[src/rtl/qar_timer_wdt.sv]
// qar_timer_wdt: memory-mapped prescaled timer and kickable watchdog on the qar_core data bus.
// Every decoded access gets a one-cycle registered response; irq_timer is a level output of the pending flags.
module qar_timer_wdt #(
    parameter logic [31:0] BASE_ADDR = 32'h4000_0000,
    parameter int          CNT_WIDTH = 32
) (
    input  logic        clk,
    input  logic        rst_n,
    input  logic        mem_valid,
    input  logic        mem_we,
    input  logic [31:0] mem_addr,
    input  logic [31:0] mem_wdata,
    output logic        mem_ready,
    output logic [31:0] mem_rdata,
    output logic        irq_timer,
    input  logic        irq_timer_ack,
    output logic        wdt_bite
);

    localparam logic [2:0] OFF_CTRL     = 3'd0;
    localparam logic [2:0] OFF_TMR_LOAD = 3'd1;
    localparam logic [2:0] OFF_TMR_CNT  = 3'd2;
    localparam logic [2:0] OFF_STATUS   = 3'd3;
    localparam logic [2:0] OFF_WDT_LOAD = 3'd4;
    localparam logic [2:0] OFF_WDT_KICK = 3'd5;
    localparam logic [2:0] OFF_PRESCALE = 3'd6;
    localparam logic [CNT_WIDTH-1:0] CNT_ONE = CNT_WIDTH'(1);

    typedef enum logic {S_IDLE = 1'b0, S_RESP = 1'b1} state_t;

    state_t                 r_state, w_state_nxt;
    logic [31:0]            r_rdata;
    logic                   r_tmr_en, r_tmr_irq_en, r_auto_reload, r_wdt_en, r_wdt_irq_en;
    logic                   r_wdt_en_d;
    logic [CNT_WIDTH-1:0]   r_tmr_load, r_tmr_count, r_wdt_load, r_wdt_count;
    logic                   r_tmr_expired, r_wdt_expired, r_tmr_pend, r_wdt_pend;
    logic [15:0]            r_prescale, r_pre_cnt;

    logic        w_hit, w_accept, w_wr, w_w1c, w_w1c_tmr, w_w1c_wdt;
    logic [2:0]  w_off;
    logic [31:0] w_rd_data;
    logic        w_pre_run, w_tick;
    logic        w_wr_tcnt, w_tmr_step, w_tmr_fire;
    logic        w_kick, w_wdt_rise, w_wdt_reload, w_wdt_step, w_wdt_fire;
    logic        w_unused;

    assign w_hit     = mem_valid && (mem_addr[31:5] == BASE_ADDR[31:5]);
    assign w_accept  = (r_state == S_IDLE) && w_hit;
    assign w_off     = mem_addr[4:2];
    assign w_wr      = w_accept && mem_we;
    assign w_w1c     = w_wr && (w_off == OFF_STATUS);
    assign w_w1c_tmr = w_w1c && mem_wdata[0];
    assign w_w1c_wdt = w_w1c && mem_wdata[2];
    assign w_unused  = ^mem_addr[1:0];

    always_ff @(posedge clk or negedge rst_n) begin
        if (!rst_n) begin
            r_state <= S_IDLE;
            r_rdata <= '0;
        end else begin
            r_state <= w_state_nxt;
            if (w_accept)
                r_rdata <= mem_we ? '0 : w_rd_data;
        end
    end

    always_comb begin
        w_state_nxt = r_state;
        mem_ready   = 1'b0;
        mem_rdata   = '0;
        case (r_state)
            S_IDLE: if (w_hit) w_state_nxt = S_RESP;
            S_RESP: begin
                mem_ready   = 1'b1;
                mem_rdata   = r_rdata;
                w_state_nxt = S_IDLE;
            end
            default: w_state_nxt = S_IDLE;
        endcase
    end

    always_comb begin
        w_rd_data = '0;
        case (w_off)
            OFF_CTRL:     w_rd_data = {26'd0, r_wdt_irq_en, r_wdt_en, 1'b0,
                                       r_auto_reload, r_tmr_irq_en, r_tmr_en};
            OFF_TMR_LOAD: w_rd_data = 32'(r_tmr_load);
            OFF_TMR_CNT:  w_rd_data = 32'(r_tmr_count);
            OFF_STATUS:   w_rd_data = {29'd0, r_wdt_expired, 1'b0, r_tmr_expired};
            OFF_WDT_LOAD: w_rd_data = 32'(r_wdt_load);
            OFF_PRESCALE: w_rd_data = {16'd0, r_prescale};
            default:      w_rd_data = '0;
        endcase
    end

    // >= keeps the tick period sane if PRESCALE is lowered below the running count
    assign w_pre_run = r_tmr_en | r_wdt_en;
    assign w_tick    = w_pre_run && (r_pre_cnt >= r_prescale);

    assign w_wr_tcnt  = w_wr && (w_off == OFF_TMR_CNT);
    assign w_tmr_step = w_tick && r_tmr_en && !w_wr_tcnt;
    assign w_tmr_fire = w_tmr_step && (r_tmr_count == CNT_ONE);

    assign w_kick       = w_wr && (w_off == OFF_WDT_KICK) && (mem_wdata == 32'h0000_005A);
    assign w_wdt_rise   = r_wdt_en && !r_wdt_en_d;
    assign w_wdt_reload = w_kick || w_wdt_rise;
    assign w_wdt_step   = w_tick && r_wdt_en && !w_wdt_reload && (r_wdt_count != '0);
    assign w_wdt_fire   = w_wdt_step && (r_wdt_count == CNT_ONE);

    always_ff @(posedge clk or negedge rst_n) begin
        if (!rst_n) begin
            r_tmr_en      <= 1'b0;
            r_tmr_irq_en  <= 1'b0;
            r_auto_reload <= 1'b0;
            r_wdt_en      <= 1'b0;
            r_wdt_irq_en  <= 1'b0;
            r_wdt_en_d    <= 1'b0;
            r_tmr_load    <= '0;
            r_wdt_load    <= '0;
            r_prescale    <= '0;
            r_pre_cnt     <= '0;
        end else begin
            r_wdt_en_d <= r_wdt_en;
            if (w_wr && (w_off == OFF_CTRL)) begin
                r_tmr_en      <= mem_wdata[0];
                r_tmr_irq_en  <= mem_wdata[1];
                r_auto_reload <= mem_wdata[2];
                r_wdt_en      <= mem_wdata[4];
                r_wdt_irq_en  <= mem_wdata[5];
            end
            if (w_wr && (w_off == OFF_TMR_LOAD)) r_tmr_load <= CNT_WIDTH'(mem_wdata);
            if (w_wr && (w_off == OFF_WDT_LOAD)) r_wdt_load <= CNT_WIDTH'(mem_wdata);
            if (w_wr && (w_off == OFF_PRESCALE)) r_prescale <= mem_wdata[15:0];
            if (!w_pre_run || w_tick)
                r_pre_cnt <= '0;
            else
                r_pre_cnt <= r_pre_cnt + 16'd1;
        end
    end

    always_ff @(posedge clk or negedge rst_n) begin
        if (!rst_n) begin
            r_tmr_count <= '0;
            r_wdt_count <= '0;
        end else begin
            if (w_wr_tcnt)
                r_tmr_count <= CNT_WIDTH'(mem_wdata);
            else if (w_tmr_fire)
                r_tmr_count <= r_auto_reload ? r_tmr_load : '0;
            else if (w_tmr_step && (r_tmr_count != '0))
                r_tmr_count <= r_tmr_count - CNT_ONE;

            if (w_wdt_reload)
                r_wdt_count <= r_wdt_load;
            else if (w_wdt_step)
                r_wdt_count <= r_wdt_count - CNT_ONE;
        end
    end

    // A new expiry outranks a simultaneous W1C or acknowledge
    always_ff @(posedge clk or negedge rst_n) begin
        if (!rst_n) begin
            r_tmr_expired <= 1'b0;
            r_wdt_expired <= 1'b0;
            r_tmr_pend    <= 1'b0;
            r_wdt_pend    <= 1'b0;
        end else begin
            r_tmr_expired <= w_tmr_fire || (r_tmr_expired && !w_w1c_tmr);
            r_wdt_expired <= w_wdt_fire || (r_wdt_expired && !w_w1c_wdt);
            r_tmr_pend    <= (w_tmr_fire && r_tmr_irq_en) ||
                             (r_tmr_pend && !irq_timer_ack && !w_w1c_tmr);
            r_wdt_pend    <= (w_wdt_fire && r_wdt_irq_en) ||
                             (r_wdt_pend && !irq_timer_ack && !w_w1c_wdt);
        end
    end

    assign irq_timer = r_tmr_pend | r_wdt_pend;
    assign wdt_bite  = r_wdt_expired & r_wdt_en;

endmodule
[config.mk]
export PLATFORM = sky130hd
export DESIGN_NAME = qar_timer_wdt
export DESIGN_NICKNAME = d
export VERILOG_FILES = /design/src/rtl/qar_timer_wdt.sv
export SDC_FILE = /design/constraint.sdc
export NUM_CORES = 1
export LEC_CHECK = 0
export CORE_MARGIN = 2
export CORE_UTILIZATION = 40
export DETAILED_ROUTE_END_ITERATION = 7
export PLACE_DENSITY = 0.67
export SETUP_SLACK_MARGIN = 0.05
export SYNTH_ARGS = -nofsm -noshare
export SYNTH_HDL_FRONTEND = slang
export SYNTH_SLANG_ARGS = --single-unit
[constraint.sdc]
create_clock -name clk -period 3.7 [get_ports clk]
set_input_delay 0.37 -clock clk [delete_from_list [all_inputs] [get_ports clk]]
set_output_delay 0.37 -clock clk [all_outputs]
set_load 0.03 [all_outputs]
[Yosys cells after proc, flatten, opt, wreduce, memory -nomap -nowiden]
Cells that the tools add are included.
Storage, ports and cells
  memories: 0
  memory bits (read-only): 0
  input bits: 69
  latch bits: 0
  register bits after elaboration: 203
  output and inout bits: 35
  word-level logic and storage cells: 98
  bits in writable memories: 0
Cells by class
  bitwise gates (word level): 4
  $mul: 0
  reductions and logical operators: 49
  add/subtract/negate cells: 3
  magnitude comparators: 1
  shifts and indexed selects: 0
  divide/modulo/power cells: 0
  equal/unequal tests: 10
  multiplexer cells: 13
Operators with widths (number)
  2-to-1 mux 32 bit: 8
  case mux 32 bit (6 select lines): 1
  == test 32 x 1 -> 1 bit (second input constant): 2
  nonzero test 32 bit: 2
  subtractor 32 x 1 -> 32 bit (second input constant): 2
  == test 32 x 7 -> 1 bit (second input constant): 1
  logical AND 1 bit: 31
  == test 27 x 26 -> 1 bit (second input constant): 1
  adder 16 x 1 -> 16 bit (second input constant): 1
  greater-or-equal comparator 16 bit: 1
  2-to-1 mux 16 bit: 1
  == test 3 bit (second input constant): 3
  zero test 1 bit: 7
  == test 3 x 2 -> 1 bit (second input constant): 2
  logical OR 1 bit: 6
  == test 3 x 1 -> 1 bit (second input constant): 1
  zero test 3 bit: 1
  nonzero test 3 bit: 1
  2-to-1 mux 1 bit: 2
  bitwise OR 1 bit: 2
  case mux 1 bit (2 select lines): 1
  nonzero test 2 bit: 1
  bitwise AND 1 bit: 1
  NOT 1 bit: 1

[Logic depth before layout (Yosys ltp)]
  word-level depth: 13
  gate-level depth with buffers: 11
  mapped depth without buffers: 9

[Worst setup path after synthesis]
OpenSTA, ideal clock, no wires.
  kind: flip-flop to flip-flop
  start point: register r_pre_cnt[0]
  end point: register r_tmr_count[10]
  setup slack: 0.925 ns
  required time: 3.568 ns
  period minus slack after synthesis: 2.775 ns
  path buffers: 2
  library setup time: 0.132 ns
  arrival: 2.643 ns
  cell stages (with the launch flop): 12
  path through: dfrtp_1 inv_1 ha_1 nand2b_1 a2111oi_0 a2111oi_0 nor4b_1 clkbuf_1 and3b_1 clkbuf_1 a221oi_1 o21ai_0
On the way
  word-level cells in the longest chain between the ends: 7
  elaborated cells between the ends (all ways): 9
  classes of those cells: order compare: 1; mux: 2; reduce/logical: 6
Ends and longest elaborated chain
  start, declared: RTL line 37  | logic [15:0] r_prescale, r_pre_cnt;
  start signal, assigned: RTL line 137  | r_pre_cnt <= r_pre_cnt + 16'd1;
  greater-or-equal comparator 16 bit (*): RTL line 98  | assign w_tick = w_pre_run && (r_pre_cnt >= r_prescale);
  logical AND 1 bit (*): RTL line 98
  logical AND 1 bit (*) (2 in a row): RTL line 101  | assign w_tmr_step = w_tick && r_tmr_en && !w_wr_tcnt;
  logical AND 1 bit: RTL line 102  | assign w_tmr_fire = w_tmr_step && (r_tmr_count == CNT_ONE);
  2-to-1 mux 32 bit: RTL line 148  | else if (w_tmr_fire)
  2-to-1 mux 32 bit: RTL line 146  | if (w_wr_tcnt)
  end signal, assigned: RTL line 147  | r_tmr_count <= CNT_WIDTH'(mem_wdata);
  end signal, assigned: RTL line 149  | r_tmr_count <= r_auto_reload ? r_tmr_load : '0;
  end signal, assigned: RTL line 151  | r_tmr_count <= r_tmr_count - CNT_ONE;
  end, declared: RTL line 35  | logic [CNT_WIDTH-1:0] r_tmr_load, r_tmr_count, r_wdt_load, r_wdt_count;
Mark *: on every way between the ends. The rest lies on a longest branch, timed or not.
A chain may end at the register's enable or synchronous reset.

[Worst setup path after layout]
  start point: register r_prescale[15]
  end point: register r_wdt_count[29]
On the way
  word-level cells in the longest chain between the ends: 6
Ends and longest elaborated chain
  start, declared: RTL line 37
  start signal, assigned: RTL line 133  | if (w_wr && (w_off == OFF_PRESCALE)) r_prescale <= mem_wdata[15:0];
  greater-or-equal comparator 16 bit: RTL line 98
  logical AND 1 bit: RTL line 98
  logical AND 1 bit (3 in a row): RTL line 107  | assign w_wdt_step = w_tick && r_wdt_en && !w_wdt_reload && (r_wdt_count != '0);
  nonzero test 2 bit (no source line)
  end signal, assigned: RTL line 154  | r_wdt_count <= r_wdt_load;
  end signal, assigned: RTL line 156  | r_wdt_count <= r_wdt_count - CNT_ONE;
  end, declared: RTL line 35
Every way passes these cells.

==> impl_metrics.csv <==
group,metric,value,unit
outcome,status,"finished clean",
final_layout,syn2layout_area_growth,19.8,%
synthesis,synth.distinct_cells,66,
worst_setup_path,critical_path_class,"flop to flop",
final_layout,layout.nets,1385,
timing,fin_crit_sh,0.939,
cts,clock-sinks,203,
floorplan,coreArea,27800,um2
routing,dr_total_vias,9559,
timing,maxSlewViolCount,0,
grt,grt-ovfl-total,0,
worst_setup_path,path_buf_inv,2,
cts,cts_made_buffers,23,
cts,ctsRootBufferMaster,"clkbuf_16",
synthesis,ys_seq_elements,203,
timing,hold_viol,0,
synthesis,synth_commonest_cells,"dfrtp_1 (203), nand2_1 (126), nor2_1 (107), o21ai_0 (104), mux2_2 (84)",
timing,fmax,288,MHz
pwr,p_seq_frac,0.487,
floorplan,start_util,0.406,
synthesis,synth_fp_nets,1298,
cts,clock_path_buffers,3,
grt,grt_pass1_vias,9287,
timing,slew_headroom,0.483,
synthesis,netlist_top_cells_area,"dfrtp_1 (45%), mux2_2 (8.4%), o21ai_0 (4.6%)",
worst_hold_path,hp-class,"primary input to async pin",
routing,postRouteAntennaNets,0,
pwr,finalPower,0.00456,W
routing,drc,0,
synthesis,synth_edf_count,0,
place,gp_congestion,0.920,
grt,grt_start_max_net_pins,83,
synthesis,ys.flop_type,"dfrtp_1",
synthesis,synth_most_common_cell,"dfrtp_1",
job,max-cap-violations,0,
cts,tritoncts,"built",
place,dp_hpwl,23600,um
synthesis,ys_seq_area_frac,0.450,
floorplan,die_y,172,um
cts,clk_latency,520,ps
worst_setup_path,path_max_fanout,32,
pwr,p_int,0.00355,W
final_layout,post-route-util,0.487,
pwr,clkPwrFrac,0.463,
timing,fin_worst_skew,16.6,ps
grt,track_usage,0.220,
pwr,power_density,338,nW/um2
worst_setup_path,crit_slowest_cell,"a2111oi_0",
timing,finalSetupViolCount,0,
pwr,p_comb_frac,0.050,
pwr,switchingPower,0.00102,W
worst_setup_path,crit_path_max_incr_delay,670,ps
worst_setup_path,path_cells,"inv_1 -> ha_1 -> and4_1 -> nand2_1 -> a2111oi_0 -> nor4b_4 -> buf_12 -> or4_4 -> or4_1 -> a31oi_1",
synthesis,yosysWarningCount,0,
cts,path_clk_slew,60,ps
synthesis,synth_cells,1208,
final_layout,antennaDiodeCount,0,
routing,avgRoutedWirePerCell,19.4,um
timing,rsz0062_at_grt,"no",
timing,fin_setup_tns,0,ps
grt,grt_pass1_wl,50800,um
floorplan,dieArea,29600,um2
cts,htree_levels,1,
pwr,ir_drop,0.309,mV
routing,initialDrtViolationCount,646,
synthesis,yosysTopAreaCellShare,0.450,
place,portBuffers,101,
worst_setup_path,cp_top_family,"simple AND/OR/NAND/NOR gates",
worst_setup_path,crit_required,4130,ps
worst_setup_path,reg2reg_slack,230,ps
timing,fin_crit,3470,ps
routing,post_drt_via_cell_ratio,5.67,
routing,routed_wl,32600,um
worst_setup_path,end_kind,"flop",
synthesis,postSynth.asyncResetShare,1.00,
pwr,leakagePower,5.68,nW
routing,dr.pass1.iters,5,
grt,antenna_found_initial,0,
final_layout,drive_gt1_frac,0.141,
worst_setup_path,arrival,3910,ps
worst_setup_path,startpoint_type,"flop",
synthesis,netlist_area,11300,um2
floorplan,dieWidth,172,um
synthesis,synth.avg_cell_area,9.34,um2
timing,worstMarginPinSlew,756,ps
floorplan,ios,104,
synthesis,yosys.area.top_type,"dfrtp_1",
pwr,swShare,0.223,
floorplan,rows,61,
power by group through the flow:
stage	combinational, W	clock (W)	sequential (W)
floorplan	0.0000526	0	0.00226
global placement	0.000229	0	0.00226
detailed placement	0.000230	0	0.00226
CTS	0.000232	0.00216	0.00222
global route	0.000249	0.00226	0.00222
finish	0.000228	0.00211	0.00222
stage by stage:
stage / hold WS [ps] / cells / worst slack [ps] / area, um2
3_3_place_gp: 453 / 1647 / 404 / 12800
4_1_cts: 477 / 1685 / 300 / 13500
6_report: 466 / 1685 / 227 / 13500
3_5_place_dp: 454 / 1647 / 297 / 12800
5_1_grt: 493 / 1685 / 98.6 / 13500
2_1_floorplan: 74.4 / 1208 / 925 / 11300
per-layer routing:
metal / global-route usage / part of all wire
met5: 0 / 0
met4: 0.0932 / 0.046
met3: 0.0339 / 0.064
met2: 0.360 / 0.46
met1: 0.293 / 0.43
cells by family after synthesis:
group	count (synthesis)	share of synthesized area
compound gates	270	0.141
xor+xnor	60	0.0466
fa+ha+maj	21	0.0233
buf+inv	104	0.0361
flops	203	0.450
mux	91	0.0949
simple gates	459	0.208
worst register-to-register path, cell delays in order, from the launching register on:
cell and delay [ps]:
dfrtp_1 340, inv_1 90, ha_1 330, and4_1 230, nand2_1 90, a2111oi_0 670
nor4b_4 220, buf_12 230, or4_4 600, or4_1 410, a31oi_1 170
area by class of cell:
| type | instances | area [um2] |
|---|---|---|
| tap | 378 | 473 |
| inverter | 26 | 97.6 |
| clock buffer | 34 | 667 |
| fill | 2673 | 14300 |
| sequential | 203 | 5080 |
| multi-input combinational | 901 | 5850 |
| timing repair buffer | 140 | 1340 |
| clock inverter | 3 | 17.5 |
registers in the layout, summed over array words and instances (netlist names), 16 cells and up:
register	cells
r_pre_cnt	16
r_prescale	16
r_rdata	32
r_tmr_count	32
r_tmr_load	32
r_wdt_count	32
r_wdt_load	32
path summary, 6_finish.rpt:
kind,startpoint,to,cells past startpoint
worst max register to register,r_prescale[15],r_wdt_count[29],10
worst max-delay path,r_prescale[15],r_wdt_count[29],10
worst min register to register,r_rdata[22],r_rdata[22],2
max in group asynchronous,rst_n,r_wdt_load[10],3
worst min-delay path,rst_n,r_wdt_count[30],2
min in group clk,r_rdata[22],r_rdata[22],2
cells in the final DEF (no fill, tap or decap), types with 5 or more instances in the layout:
master	count
dfrtp_1	203
nand2_1	126
nor2_1	105
o21ai_0	104
clkdlybuf4s50_1	100
mux2_2	84
a21oi_1	79
xnor2_1	42
and2_1	38
a22oi_1	37
nor4_1	36
buf_4	36
inv_1	26
nor3_1	26
nand3_1	25
clkbuf_16	23
ha_1	21
xor2_1	18
or3_1	17
or4_1	13
nand4_1	10
or2_2	9
and3_1	8
a31oi_1	6
o211a_1	6
clkbuf_1	6
clkbuf_8	6
nand2b_1	5
what timing repair did:
| item | CTS | global route |
|---|---|---|
| endpoints found under the setup margin | 0 | 3 |
| setup buffers | 0 | 0 |
| resized for setup | 0 | 1 |
| endpoints found under the hold margin | 79 | 0 |
| hold buffers | 1 | 0 |
No activity file was read; power rests on OpenSTA's default activity.
